**src/rtl/pwm_pkg.sv**
```systemverilog
// Shared constants and helpers for the multi-channel PWM generator.
package pwm_pkg;

  localparam int MODE_EDGE   = 0;
  localparam int MODE_CENTER = 1;

  typedef enum logic {
    DIR_UP   = 1'b0,
    DIR_DOWN = 1'b1
  } dir_e;

  // Select-bus width that stays at least one bit wide for a single channel.
  function automatic int clog2_min1(input int n);
    return (n < 2) ? 1 : $clog2(n);
  endfunction

endpackage

```
**src/rtl/pwm_timebase.sv**
```systemverilog
// Shared PWM counter: sawtooth (edge mode) or up/down triangle (centre mode),
// with a combinational strobe marking the tick that ends a period.
module pwm_timebase
  import pwm_pkg::*;
#(
  parameter int WIDTH          = 8,
  parameter int CENTER_ALIGNED = MODE_EDGE
) (
  input  logic             CLK,
  input  logic             RST,
  input  logic             CE,
  output logic [WIDTH-1:0] cnt,
  output logic             reload
);

  localparam logic [WIDTH-1:0] MAX = '1;
  localparam logic [WIDTH-1:0] ONE = WIDTH'(1);

  dir_e             dir;
  dir_e             dir_next;
  logic [WIDTH-1:0] cnt_next;

  always_comb begin
    // NOTE: every output of this block gets a default first so no path leaves
    // a signal unassigned, which would otherwise infer a latch.
    cnt_next = cnt;
    dir_next = dir;
    reload   = 1'b0;
    if (CE) begin
      if (CENTER_ALIGNED == MODE_CENTER) begin
        if (dir == DIR_UP) begin
          if (cnt == MAX) begin
            cnt_next = MAX - ONE;
            dir_next = DIR_DOWN;
          end else begin
            cnt_next = cnt + ONE;
          end
        end else begin
          cnt_next = cnt - ONE;
          if (cnt == ONE) begin
            dir_next = DIR_UP;
            reload   = 1'b1;
          end
        end
      end else begin
        // Natural wrap from MAX to 0 closes the sawtooth period.
        cnt_next = cnt + ONE;
        reload   = (cnt == MAX);
      end
    end
  end

  // NOTE: state registers use non-blocking assignments so every flop samples
  // pre-edge values regardless of statement order.
  always_ff @(posedge CLK or posedge RST) begin
    if (RST) begin
      cnt <= '0;
      dir <= DIR_UP;
    end else begin
      cnt <= cnt_next;
      dir <= dir_next;
    end
  end

endmodule

```
**src/rtl/pwm_multi_channel.sv**
```systemverilog
// N-channel PWM generator: shared timebase, double-buffered duty registers
// that swap only at period boundaries, and registered compare outputs.
module pwm_multi_channel
  import pwm_pkg::*;
#(
  parameter int WIDTH          = 8,
  parameter int CHANNELS       = 4,
  parameter int CENTER_ALIGNED = MODE_EDGE
) (
  input  logic                                CLK,
  input  logic                                RST,
  input  logic                                CE,
  input  logic                                D_WR,
  input  logic [clog2_min1(CHANNELS)-1:0]     D_SEL,
  input  logic [WIDTH-1:0]                    D,
  output logic [CHANNELS-1:0]                 PWM,
  output logic                                PERIOD_START
);

  typedef logic [WIDTH-1:0] duty_t;

  duty_t            shadow [CHANNELS];
  duty_t            active [CHANNELS];
  logic [WIDTH-1:0] cnt;
  logic             reload;
  logic             sel_ok;

  pwm_timebase #(
    .WIDTH          (WIDTH),
    .CENTER_ALIGNED (CENTER_ALIGNED)
  ) u_timebase (
    .CLK    (CLK),
    .RST    (RST),
    .CE     (CE),
    .cnt    (cnt),
    .reload (reload)
  );

  // Out-of-range selects are dropped so they cannot alias onto a real channel.
  assign sel_ok = (int'(D_SEL) < CHANNELS);

  // NOTE: the duty arrays are reset explicitly because a freshly reset block
  // must produce 0% duty on every channel; they stay small flop arrays.
  always_ff @(posedge CLK or posedge RST) begin
    if (RST) begin
      for (int i = 0; i < CHANNELS; i++) begin
        shadow[i] <= '0;
        active[i] <= '0;
      end
    end else begin
      if (D_WR && sel_ok) begin
        shadow[D_SEL] <= D;
      end
      // A write on the reload edge lands in shadow; active takes the old value.
      if (reload) begin
        for (int i = 0; i < CHANNELS; i++) begin
          active[i] <= shadow[i];
        end
      end
    end
  end

  always_ff @(posedge CLK or posedge RST) begin
    if (RST) begin
      PWM          <= '0;
      PERIOD_START <= 1'b0;
    end else begin
      for (int i = 0; i < CHANNELS; i++) begin
        PWM[i] <= (cnt < active[i]);
      end
      PERIOD_START <= reload;
    end
  end

endmodule

```
**config.mk**
```make
export PLATFORM = sky130hd
export DESIGN_NAME = pwm_multi_channel
export DESIGN_NICKNAME = d
export VERILOG_FILES = /design/src/rtl/pwm_pkg.sv /design/src/rtl/pwm_timebase.sv /design/src/rtl/pwm_multi_channel.sv
export SDC_FILE = /design/constraint.sdc
export NUM_CORES = 1
export LEC_CHECK = 0
export ABC_AREA = 1
export ABC_CLOCK_PERIOD_IN_PS = 3600
export BUFFER_PORTS_ARGS = -buffer_cell sky130_fd_sc_hd__buf_4
export CORE_ASPECT_RATIO = 1.2
export CORE_UTILIZATION = 57
export DETAILED_ROUTE_END_ITERATION = 10
export PLACE_DENSITY = 0.76
export SYNTH_ARGS = -nofsm -noshare
export SYNTH_HDL_FRONTEND = slang
export SYNTH_SLANG_ARGS = --single-unit
```
**constraint.sdc**
```tcl
create_clock -name CLK -period 3.6 [get_ports CLK]
set_input_delay 0.72 -clock CLK [delete_from_list [all_inputs] [get_ports CLK]]
set_output_delay 0.72 -clock CLK [all_outputs]
set_load 0.005 [all_outputs]
```
* Yosys cells after proc, flatten, opt, wreduce, memory -nomap -nowiden
Cells that the tools add are included.
** Cells by class
- $add $sub $neg :: 1
- Order comparisons :: 6
- Equality and inequality tests :: 1
- Mux-type cells :: 4
- Bitwise operators :: 1
- Reduce and logical (&&, ||, !) cells :: 1
** Operators by type and width (count)
- $bwmux W32 :: 1
- $lt A8 B8 Y1 :: 4
- $demux W8 S2 :: 1
- $add A8 B1 Y8 const B :: 1
- $eq A8 B8 Y1 const B :: 1
- $mux W8 :: 1
- $ge A3 B3 Y1 const B :: 1
- $lt A3 B1 Y1 const B :: 1
- $not A2 Y3 :: 1
- $logic_and A1 B1 Y1 :: 1
- $mux W1 :: 1
** Word-level totals
- Register bits after elaboration :: 77
- Bits of input ports :: 14
- Word-level logic and storage cells :: 25

* Longest topological paths before layout
Gate-level depths: netlist of the first run.
- Word-level depth :: 6
- Gate-level depth with buffers :: 8
- Mapped depth without buffers :: 7

* Hierarchy
A second synthesis of the first run with hierarchy kept.
** Second synthesis, totals
- Cells, all modules :: 388
- Area total of the unflattened synthesis :: 3639.7 sq um
** Modules (own cells, without submodules)
- pwm_multi_channel :: times used 1, cells an instance 341, area an instance 3245.6 sq um, seq. area each 1726.7 sq um
- pwm_timebase :: times used 1, cells an instance 47, area an instance 394.1 sq um, seq. area each 200.2 sq um

* Least setup slack after synthesis of the first run
Ideal clock, no wire load.
- Path type :: input -> register
- Start :: input CE
- End :: register active[28] (netlist bit)
- Library setup time :: 0.116 ns
- Data arrival time :: 1.380 ns
- Required time :: 3.484 ns
- Slack :: 2.104 ns
- Stages :: 6
- Path buffers :: 1
- Cell sequence :: nand2_1 -> nor2_4 -> nand4_4 -> buf_2 -> nand2_1 -> nand2_1
** On the way
- Longest elaborated chain between the ends :: 1
** Ends and longest elaborated chain
- start: declaration :: line pwm_multi_channel.sv:12 : input logic CE,
- $mux W1 :: line pwm_timebase.sv:29 : if (CE) begin
- end signal: indexed assignment :: line pwm_multi_channel.sv:57 : active[i] <= shadow[i];
- end: declaration :: line pwm_multi_channel.sv:23 : duty_t active [CHANNELS];
No other way between the ends.
A chain may end at the register's enable or synchronous reset.

* Final worst setup path of the first run
- Start :: register u_timebase.cnt[1]
- End :: register active[26] (netlist bit)
** On the way
- Longest elaborated chain between the ends :: 2
** Ends and longest elaborated chain
- start: declaration :: line pwm_timebase.sv:12 : output logic [WIDTH-1:0] cnt,
- start signal: assignment :: line pwm_timebase.sv:60 : cnt <= cnt_next;
- $eq A8 B8 Y1 :: line pwm_timebase.sv:48 : reload = (cnt == MAX);
- $mux W1 :: line pwm_timebase.sv:29
No other way between the ends.

==> run_results.csv, run 1 <==
group,metric,value,unit
grt,antenna_found_initial,0,
place,place.gp.congestion,0.7767,
synthesis,ys_seq_area_share,53.23,%
cts,clk_pin_slew,80,ps
cts,cts.sink_count,77,
floorplan,initial_core_util,59.44,%
cts,cts_root_buf,"clkbuf_8",
final_layout,antenna_cells,0,
timing,setup_tns,0,ps
timing,fin_skew,5.272,ps
detailed_routing,drc,0,
power,vdd_drop_max,0.0003804,V
timing,finalHoldViolations,0,
detailed_routing,num_vias,2638,
cts,hold_buffers,0,
cts,cts_tree,"yes",
timing,min_period,2201,ps
detailed_routing,drtIter0Drc,91,
job,maxCapViolCount,0,
synthesis,syn_area,3620,sq um
final_layout,final_layout_size_suffix_gt1_share,9.213,%
synthesis,synth_top_area_share,53.23,%
place,port_buffers,18,
critical_path,cp_max_fo,33,
grt,grt-ovfl-total,0,
cts,clockBufferDepth,2,
floorplan,die_height,89.30,um
detailed_routing,wirelength,6811,um
timing,setup_slack,1399,ps
power,powerDensity,602.7,nW/um^2
critical_path,cp_data_arrival_time,2490,ps
timing,rsz0062_at_grt,"no",
timing,tightest_slew,640.9,ps
synthesis,synth.area.top_cells,"dfrtp_1 (53%), nand2_1 (18%), ha_1 (10%)",
cts,cts_setup_buffers,0,
final_layout,syn2layout_area_growth,11.44,%
power,p_leak,2.131,nW
grt,grt_max_degree,52,
hold_path,min_path_type,"input pin to asynchronous set/reset pin",
synthesis,syn-num-nets,462,
final_layout,layout_common_cells,"nand2_1 (176), dfrtp_1 (77), inv_1 (51), o21ai_0 (36), ha_1 (29)",
floorplan,coreArea,6090,sq um
grt,grt_pass1_vias,2622,
final_layout,layout.nets,483,
timing,setup_viol,0,
synthesis,synthesis.instances,419,
detailed_routing,ant_nets,0,
timing,min_period_over_period,61.13,%
synthesis,avgSynthCellArea,8.639,sq um
cts,cts.repair.resized,0,
grt,grt_pass1_wl,11810,um
place,pre_cts_ws,1287,ps
grt,grt_use_total,23.90,%
timing,slew_headroom,57.27,%
floorplan,dieArea,6674,sq um
cts,h-tree-depth,3,
timing,hold_ws,428.0,ps
critical_path,cp-end-kind,"flip-flop",
synthesis,ys_types,19,
critical_path,path_class,"flip-flop to flip-flop",
final_layout,final_common_cell,"nand2_1",
synthesis,synth_warnings,0,
timing,max_freq,454.4,MHz
place,hpwl,4813,um
synthesis,ys_ff_latch,77,
floorplan,num_rows,31,
floorplan,num_io_pins,19,
critical_path,startpoint_type,"flip-flop",
detailed_routing,wire_per_inst,12.92,um
timing,maxSlewViolCount,0,
synthesis,yosysTopAreaCell,"dfrtp_1",
cts,clock_latency,350,ps
detailed_routing,drt_pass1_iterations,5,
floorplan,die_x,74.75,um
critical_path,required,3890,ps
cts,cts_made_buffers,9,
outcome,status,"finished, final reports clean",
detailed_routing,avgViaCountPerCell,5.006,
## report_power, final
group | total [mW] | internal (mW) | switching, mW
combinational | 0.572 | 0.255 | 0.317
clock | 0.730 | 0.411 | 0.319
sequential | 1.13 | 0.984 | 0.145
total | 2.43 | 1.65 | 0.781
## worst paths after layout
kind                                        start    endpoint  slack [ps]  cells after the start
worst max register to register  u_timebase.cnt[1]  active[26]        1400                      7
worst max-delay path            u_timebase.cnt[1]  active[26]        1400                      7
max in group asynchronous                     RST  active[12]        2610                      3
worst min register to register         shadow[17]  active[17]         480                      2
worst min-delay path                          RST  shadow[27]         430                      3
min in group CLK                       shadow[17]  active[17]         480                      2
## routing by layer
layer / part of all wire, % / GRT usage [%] / vias to the layer above / routed length [um]
li1: - / - / 1345 / -
met1: 48 / 33.18 / 1230 / 3285
met2: 47 / 37.02 / 50 / 3168
met3: 2.5 / 3.269 / 13 / 168
met4: 2.8 / 11.84 / 0 / 188
met5: 0 / 0 / - / 0
## worst max-delay path, stage by stage, from the launching register on
cell and delay [ps]:
dfrtp_1 520, ha_1 210, nand2_1 110, nor2_4 190, nand4_4 410, clkinv_2 490
nand2_1 130, nand2_1 80
## area by class of cell
type,count,area (sq um)
multi-input combinational,278,1425
clock buffer,11,141.4
clock inverter,5,83.83
sequential,77,1927
timing repair buffer,20,150.1
tap,82,102.6
inverter,54,203.9
fill,503,2056
## synth_stat cells, drive strengths merged
master and n:
inv 53, nor3 1, clkinv 1, clkbuf 4, ha 29, xnor2 1, a21oi 16, nor2 8
nand4 3, dfrtp 77, xor2 3, buf 6, o21ai 36, nand2 176, nand3 5
## flip-flops by register name (all words and copies together), names as in the netlist
register        flops
u_timebase.cnt      8
shadow             32
PWM                 4
active             32
PERIOD_START        1
## stage by stage
stage	utilization (%)	power, mW	instance area (sq um)	std cells
global route	66.24	2.606	4034	527
CTS	66.24	2.445	4034	527
global placement	62.54	1.674	3809	511
finish	66.24	2.431	4034	527
floorplan	-	1.513	3620	419
detailed placement	62.54	1.714	3809	511
## cell families after synthesis
logic type | after synthesis | share of synthesized area (%)
AND/OR/NAND/NOR | 193 | 21.19
AO/OA/AOI/OAI | 52 | 7.190
adder cells (fa/ha/maj) | 29 | 10.02
XOR/XNOR | 4 | 0.9680
flip-flops | 77 | 53.23
buffers and inverters | 64 | 7.397
No activity file was read; power rests on OpenSTA's default activity.
==> inputs of run 2 (changes only) <==
--- a/config.mk
+++ b/config.mk
@@ -6,7 +6,7 @@
 export NUM_CORES = 1
 export LEC_CHECK = 0
 export ABC_AREA = 1
-export ABC_CLOCK_PERIOD_IN_PS = 3600
+export ABC_CLOCK_PERIOD_IN_PS = 2200
 export BUFFER_PORTS_ARGS = -buffer_cell sky130_fd_sc_hd__buf_4
 export CORE_ASPECT_RATIO = 1.2
 export CORE_UTILIZATION = 57
==> constraint.sdc (replaced) <==
create_clock -name CLK -period 2.2 [get_ports CLK]
set_input_delay 0.44 -clock CLK [delete_from_list [all_inputs] [get_ports CLK]]
set_output_delay 0.44 -clock CLK [all_outputs]
set_load 0.005 [all_outputs]
==> run 2 against run 1 <==
Compared with the run above: clock skew is 6.6 ps higher; non-clock buffer count grew 1; utilization grew 0.14 points; critical path depth unchanged; design area up 0.22%; first-iteration DRC count increased by 40%; sequential cell count stayed put; clock power increased by 47%; cell count is 0.19% higher; largest power group unchanged; highest routed layer unchanged.
==> run_results.csv, run 2 (synthesis results as in run 1) <==
group,metric,value,unit
cts,cts.sink_count,77,
power,p_leak,2.124,nW
place,placed_cell_area,3845,sq um
detailed_routing,drc,0,
grt,grt_pass1_wl,11890,um
final_layout,final_layout_size_suffix_gt1_share,9.417,%
final_layout,layout_common_cells,"nand2_1 (176), dfrtp_1 (77), inv_1 (51), o21ai_0 (36), ha_1 (29)",
cts,hold_buffers,0,
critical_path,startpoint_type,"flip-flop",
grt,grt_pass1_vias,2526,
detailed_routing,ant_nets,0,
critical_path,cp-end-kind,"flip-flop",
cts,h-tree-depth,3,
critical_path,required,2440,ps
cts,clock_latency,350,ps
detailed_routing,avgViaCountPerCell,4.981,
timing,finalHoldViolations,0,
cts,cts_setup_buffers,0,
timing,setup_viol,0,
cts,clockBufferDepth,2,
cts,cts.repair.resized,0,
power,powerDensity,955.3,nW/um^2
final_layout,top_regs,"active (32), shadow (32), u_timebase.cnt (8)",
grt,grt_max_degree,34,
final_layout,final_common_cell,"nand2_1",
timing,maxSlewViolCount,0,
final_layout,fin_area,4043,sq um
final_layout,layout.nets,484,
cts,cts_made_buffers,9,
timing,setup_tns,0,ps
timing,slew_headroom,62.42,%
detailed_routing,drtIter0Drc,127,
detailed_routing,wirelength,6834,um
power,vdd_drop_max,0.0005110,V
outcome,status,"finished, final reports clean",
floorplan,die_height,89.30,um
grt,antenna_found_initial,0,
floorplan,dieArea,6674,sq um
detailed_routing,wire_per_inst,12.94,um
timing,fin_skew,11.85,ps
place,hpwl,4859,um
timing,tightest_slew,562.1,ps
timing,min_period,1678,ps
place,place.gp.congestion,0.8032,
critical_path,reg2reg_slack,520,ps
job,maxCapViolCount,0,
floorplan,coreArea,6090,sq um
floorplan,die_x,74.75,um
final_layout,syn2layout_area_growth,11.68,%
floorplan,num_rows,31,
hold_path,min_path_type,"input pin to asynchronous set/reset pin",
floorplan,num_io_pins,19,
timing,hold_ws,136.0,ps
grt,grt_use_total,24.19,%
critical_path,cp_data_arrival_time,1920,ps
timing,min_period_over_period,76.26,%
detailed_routing,num_vias,2630,
final_layout,fill_cells,522,
grt,grt-ovfl-total,0,
cts,cts_root_buf,"clkbuf_8",
critical_path,cp_max_fo,33,
timing,rsz0062_at_grt,"no",
cts,cts_tree,"yes",
detailed_routing,drt_pass1_iterations,4,
critical_path,path_class,"flip-flop to flip-flop",
final_layout,antenna_cells,0,
cts,clk_pin_slew,80,ps
place,port_buffers,18,
timing,max_freq,596.1,MHz
floorplan,initial_core_util,59.44,%
==> run 2: cell types whose count changed in the layout (fill, tap and decap cells not counted) <==
cell,previous run,this run
inv_2,2,1
bufinv_16,2,1
clkbuf_8,10,9
inv_6,0,2
clkinv_4,1,0
buf_4,20,19
clkinvlp_4,2,4
buf_12,0,2
==> run 2: power by group <==
part	total (mW)	internal (mW)	switching (mW)
registers	1.85	1.61	0.235
clock network	1.07	0.532	0.543
logic	0.942	0.427	0.515
==> run 2: layer usage <==
metal | GRT usage [%] | up-vias | share of wire, %
li1 | - | 1344 | -
met1 | 35.16 | 1222 | 49
met2 | 35.38 | 54 | 46
met3 | 4.735 | 10 | 3.0
met4 | 10.46 | 0 | 2.0
met5 | 0 | - | 0
==> run 2: metrics by stage <==
| stage | utilization, % | total power, mW | setup slack, ps | cells |
|---|---|---|---|---|
| 6_report | 66.39 | 3.862 | 522.3 | 528 |
| 3_5_place_dp | 63.14 | 2.816 | 523.7 | 512 |
| 2_1_floorplan | - | 2.476 | 834.4 | 419 |
| 3_3_place_gp | 63.14 | 2.750 | 559.5 | 512 |
| 5_1_grt | 66.39 | 4.156 | 387.4 | 528 |
| 4_1_cts | 66.39 | 3.893 | 524.1 | 528 |
==> run 2: area by class of cell <==
class | count | area [sq um] | area share, %
multi-input combinational | 278 | 1425 | 35.25
clock buffer | 10 | 127.6 | 3.157
tap | 82 | 102.6 | 2.538
timing repair buffer | 21 | 182.7 | 4.519
sequential | 77 | 1927 | 47.66
clock inverter | 6 | 70.07 | 1.733
inverter | 54 | 207.7 | 5.138
==> run 2: worst max-delay path: stages, from the launching register on <==
cell      delay [ps]
dfrtp_1          460
ha_1             210
nand2_1          140
nor2_4            80
nand4_4           70
clkinv_2         340
nand2_1          190
nand2_1           70
==> run 2: worst paths after layout <==
kind	start	end	cells after the start
max in group asynchronous	RST	active[28]	3
min in group CLK	CE	u_timebase.cnt[0]	2
min reg2reg	shadow[2]	active[2]	2
max reg2reg	u_timebase.cnt[1]	active[8]	7
min	RST	shadow[27]	2
max	u_timebase.cnt[1]	active[8]	7
==> inputs of run 3 (changes only) <==
--- a/config.mk
+++ b/config.mk
@@ -5,8 +5,8 @@
 export SDC_FILE = /design/constraint.sdc
 export NUM_CORES = 1
 export LEC_CHECK = 0
-export ABC_AREA = 1
-export ABC_CLOCK_PERIOD_IN_PS = 2200
+export ABC_AREA = 0
+export ABC_CLOCK_PERIOD_IN_PS = 1600
 export BUFFER_PORTS_ARGS = -buffer_cell sky130_fd_sc_hd__buf_4
 export CORE_ASPECT_RATIO = 1.2
 export CORE_UTILIZATION = 57
==> constraint.sdc (replaced) <==
create_clock -name CLK -period 1.6 [get_ports CLK]
set_input_delay 0.32 -clock CLK [delete_from_list [all_inputs] [get_ports CLK]]
set_output_delay 0.32 -clock CLK [all_outputs]
set_load 0.005 [all_outputs]
==> run 3 against run 2 <==
Compared with the run above: register-to-register slack worse by 500 ps; non-clock buffer count is 20 higher; critical path depth is 1 lower; die area is 1.0% lower; synthesized cell count is 35% lower; combinational power is 77% higher; clock power is 42% higher; design area is 5.2% higher; fmax is 6.0% higher; critical endpoint is now active[3]; sequential cell count stayed put; largest cell class unchanged; sequential share of layout area is 2.3 points lower.
==> run_results.csv, run 3 <==
group,metric,value,unit
outcome,status,"finished, final reports clean",
synthesis,synth.area.top_cells,"dfrtp_1 (54%), mux2_2 (20%), ha_1 (10%)",
floorplan,dieArea,6605,sq um
cts,cts.sink_count,77,
cts,clockBufferDepth,2,
final_layout,final_util,70.29,%
grt,antenna_found_initial,0,
floorplan,die_height,88.83,um
detailed_routing,avgViaCountPerCell,5.386,
cts,cts_made_buffers,9,
synthesis,synthesis.instances,272,
detailed_routing,drt_pass1_iterations,4,
synthesis,yosysMostFrequentCell,"dfrtp_1",
cts,cts_tree,"yes",
grt,grt_pass1_wl,11110,um
cts,clock_latency,350,ps
critical_path,required,1830,ps
final_layout,layout.nets,363,
synthesis,async_flop_share,100.0,%
power,vdd_drop_max,0.0009318,V
synthesis,syn-num-nets,315,
job,maxCapViolCount,0,
hold_path,worstHoldEndpoint,"shadow[23]",
detailed_routing,wire_per_inst,16.10,um
synthesis,syn_area,3581,sq um
synthesis,synth_warnings,0,
critical_path,reg2reg_slack,20,ps
timing,max_freq,632.0,MHz
timing,slew_headroom,68.43,%
detailed_routing,drc,0,
power,p_leak,1.996,nW
hold_path,hp-start,"D[7]",
power,p_total,5.623,mW
detailed_routing,ant_nets,0,
final_layout,final_common_cell,"dfrtp_1",
synthesis,ys_types,27,
floorplan,die_x,74.36,um
timing,rsz0062_at_grt,"yes",
critical_path,startpoint_type,"flip-flop",
synthesis,synth_top_area_share,53.81,%
timing,fin_skew,9.378,ps
place,place.gp.congestion,0.8613,
synthesis,synthTopCellsByCount,"dfrtp_1 (77), mux2_2 (65), ha_1 (29), inv_1 (29), a21oi_1 (12)",
critical_path,cp_data_arrival_time,1820,ps
critical_path,cp_max_fo,17,
floorplan,num_rows,31,
detailed_routing,drtIter0Drc,109,
grt,grt-ovfl-total,0,
floorplan,num_io_pins,19,
floorplan,initial_core_util,59.18,%
grt,grt_max_degree,32,
critical_path,reg2reg_depth,6,
critical_path,cp-end-kind,"flip-flop",
timing,min_period_over_period,98.90,%
place,port_buffers,18,
final_layout,antenna_cells,0,
synthesis,ys_ff_latch,77,
hold_path,min_path_type,"input pin to flip-flop",
final_layout,top_regs,"active (32), shadow (32), u_timebase.cnt (8)",
grt,grt_pass1_vias,2247,
critical_path,r2r_start,"u_timebase.cnt[1]",
timing,finalHoldViolations,0,
cts,clk_pin_slew,80,ps
grt,grt_use_total,23.53,%
final_layout,syn2layout_area_growth,18.76,%
hold_path,whs_path_depth,2,
timing,maxSlewViolCount,0,
synthesis,avgSynthCellArea,13.17,sq um
detailed_routing,num_vias,2192,
synthesis,yosysTopAreaCell,"dfrtp_1",
critical_path,rr_endpoint,"active[3]",
detailed_routing,wirelength,6553,um
critical_path,path_class,"flip-flop to flip-flop",
synthesis,synth_edf_count,0,
synthesis,synth_ff_type,"dfrtp_1",
timing,setup_viol,0,
final_layout,final_layout_size_suffix_gt1_share,39.38,%
timing,tightest_slew,472.6,ps
floorplan,coreArea,6051,sq um
place,hpwl,4600,um
power,powerDensity,1322,nW/um^2
timing,min_period,1582,ps
final_layout,layout_common_cells,"dfrtp_1 (76), mux2_2 (65), buf_4 (35), inv_1 (28), ha_1 (28)",
cts,cts_root_buf,"clkbuf_8",
cts,h-tree-depth,3,
synthesis,ys_seq_area_share,53.81,%
[run 3: worst max-delay path by stage]
stage,startpoint,endpoint,depth (start not counted)
after global placement,u_timebase.cnt[6],active[31],4
after global routing,u_timebase.cnt[1],active[11],6
after CTS,u_timebase.cnt[1],active[3],5
after detailed placement,u_timebase.cnt[1],active[20],5
final,u_timebase.cnt[1],active[3],6
after floorplan,u_timebase.cnt[0],active[10],5
[run 3: power breakdown]
group | total (mW) | switching, mW | internal, mW
Sequential | 2.43 | 0.183 | 2.24
Clock | 1.52 | 0.716 | 0.805
Combinational | 1.67 | 0.810 | 0.865
[run 3: cell type report]
class | instances | area, sq um
clock buffers | 11 | 151.4
clock inverters | 5 | 58.81
fillers | 465 | 1798
inverters | 29 | 112.6
multi-input cells | 162 | 1521
flip-flops and latches | 77 | 1928
well taps | 82 | 102.6
repair buffers | 41 | 377.9
[run 3: cell families after synthesis]
group / share of synthesized area, %
and+or+nand+nor: 5.800
muxes: 20.44
buffers and inverters: 4.123
DFF: 53.81
adders and majority gates: 10.13
xor gates and xnor gates: 1.712
AOI/OAI and AO/OA: 3.983
[run 3: routing by layer]
metal	global-route usage, %	routed length [um]	up-vias	part of all wire, %
met3	3.531	118	18	1.8
li1	-	-	1043	-
met2	36.61	3139	33	48
met4	12.86	206	0	3.1
met1	31.77	3088	1098	47
met5	0	0	-	0
[run 3: through the flow]
stage / TNS (ps) / setup WS, ps / instance area [sq um] / instances / hold slack (ps)
2_1_floorplan: -1733 / -60.54 / 3596 / 272 / 470.6
3_3_place_gp: 0 / 84.07 / 3980 / 386 / 370.9
3_5_place_dp: 0 / 13.66 / 3980 / 386 / 372.1
4_1_cts: -7.742 / -4.077 / 4200 / 403 / 216.7
5_1_grt: -985.3 / -46.54 / 4253 / 407 / 218.3
6_report: 0 / 17.67 / 4253 / 407 / 216.7
[run 3: what timing repair did]
action / CTS / global route
setup buffers: 0 / 3
endpoints found under the hold margin: 16 / 0
endpoints found under the setup margin: 2 / 34
gates cloned: 0 / 1
hold buffers: 1 / 0
pin swaps: 0 / 1
resized for setup: 0 / 3
[run 3: critical path, cell delays in order, from the launching register on]
cell and delay, ps:
dfrtp_1 360, ha_2 220, nand4_4 90, nor3_4 140, buf_4 140, buf_12 150, mux2_2 350
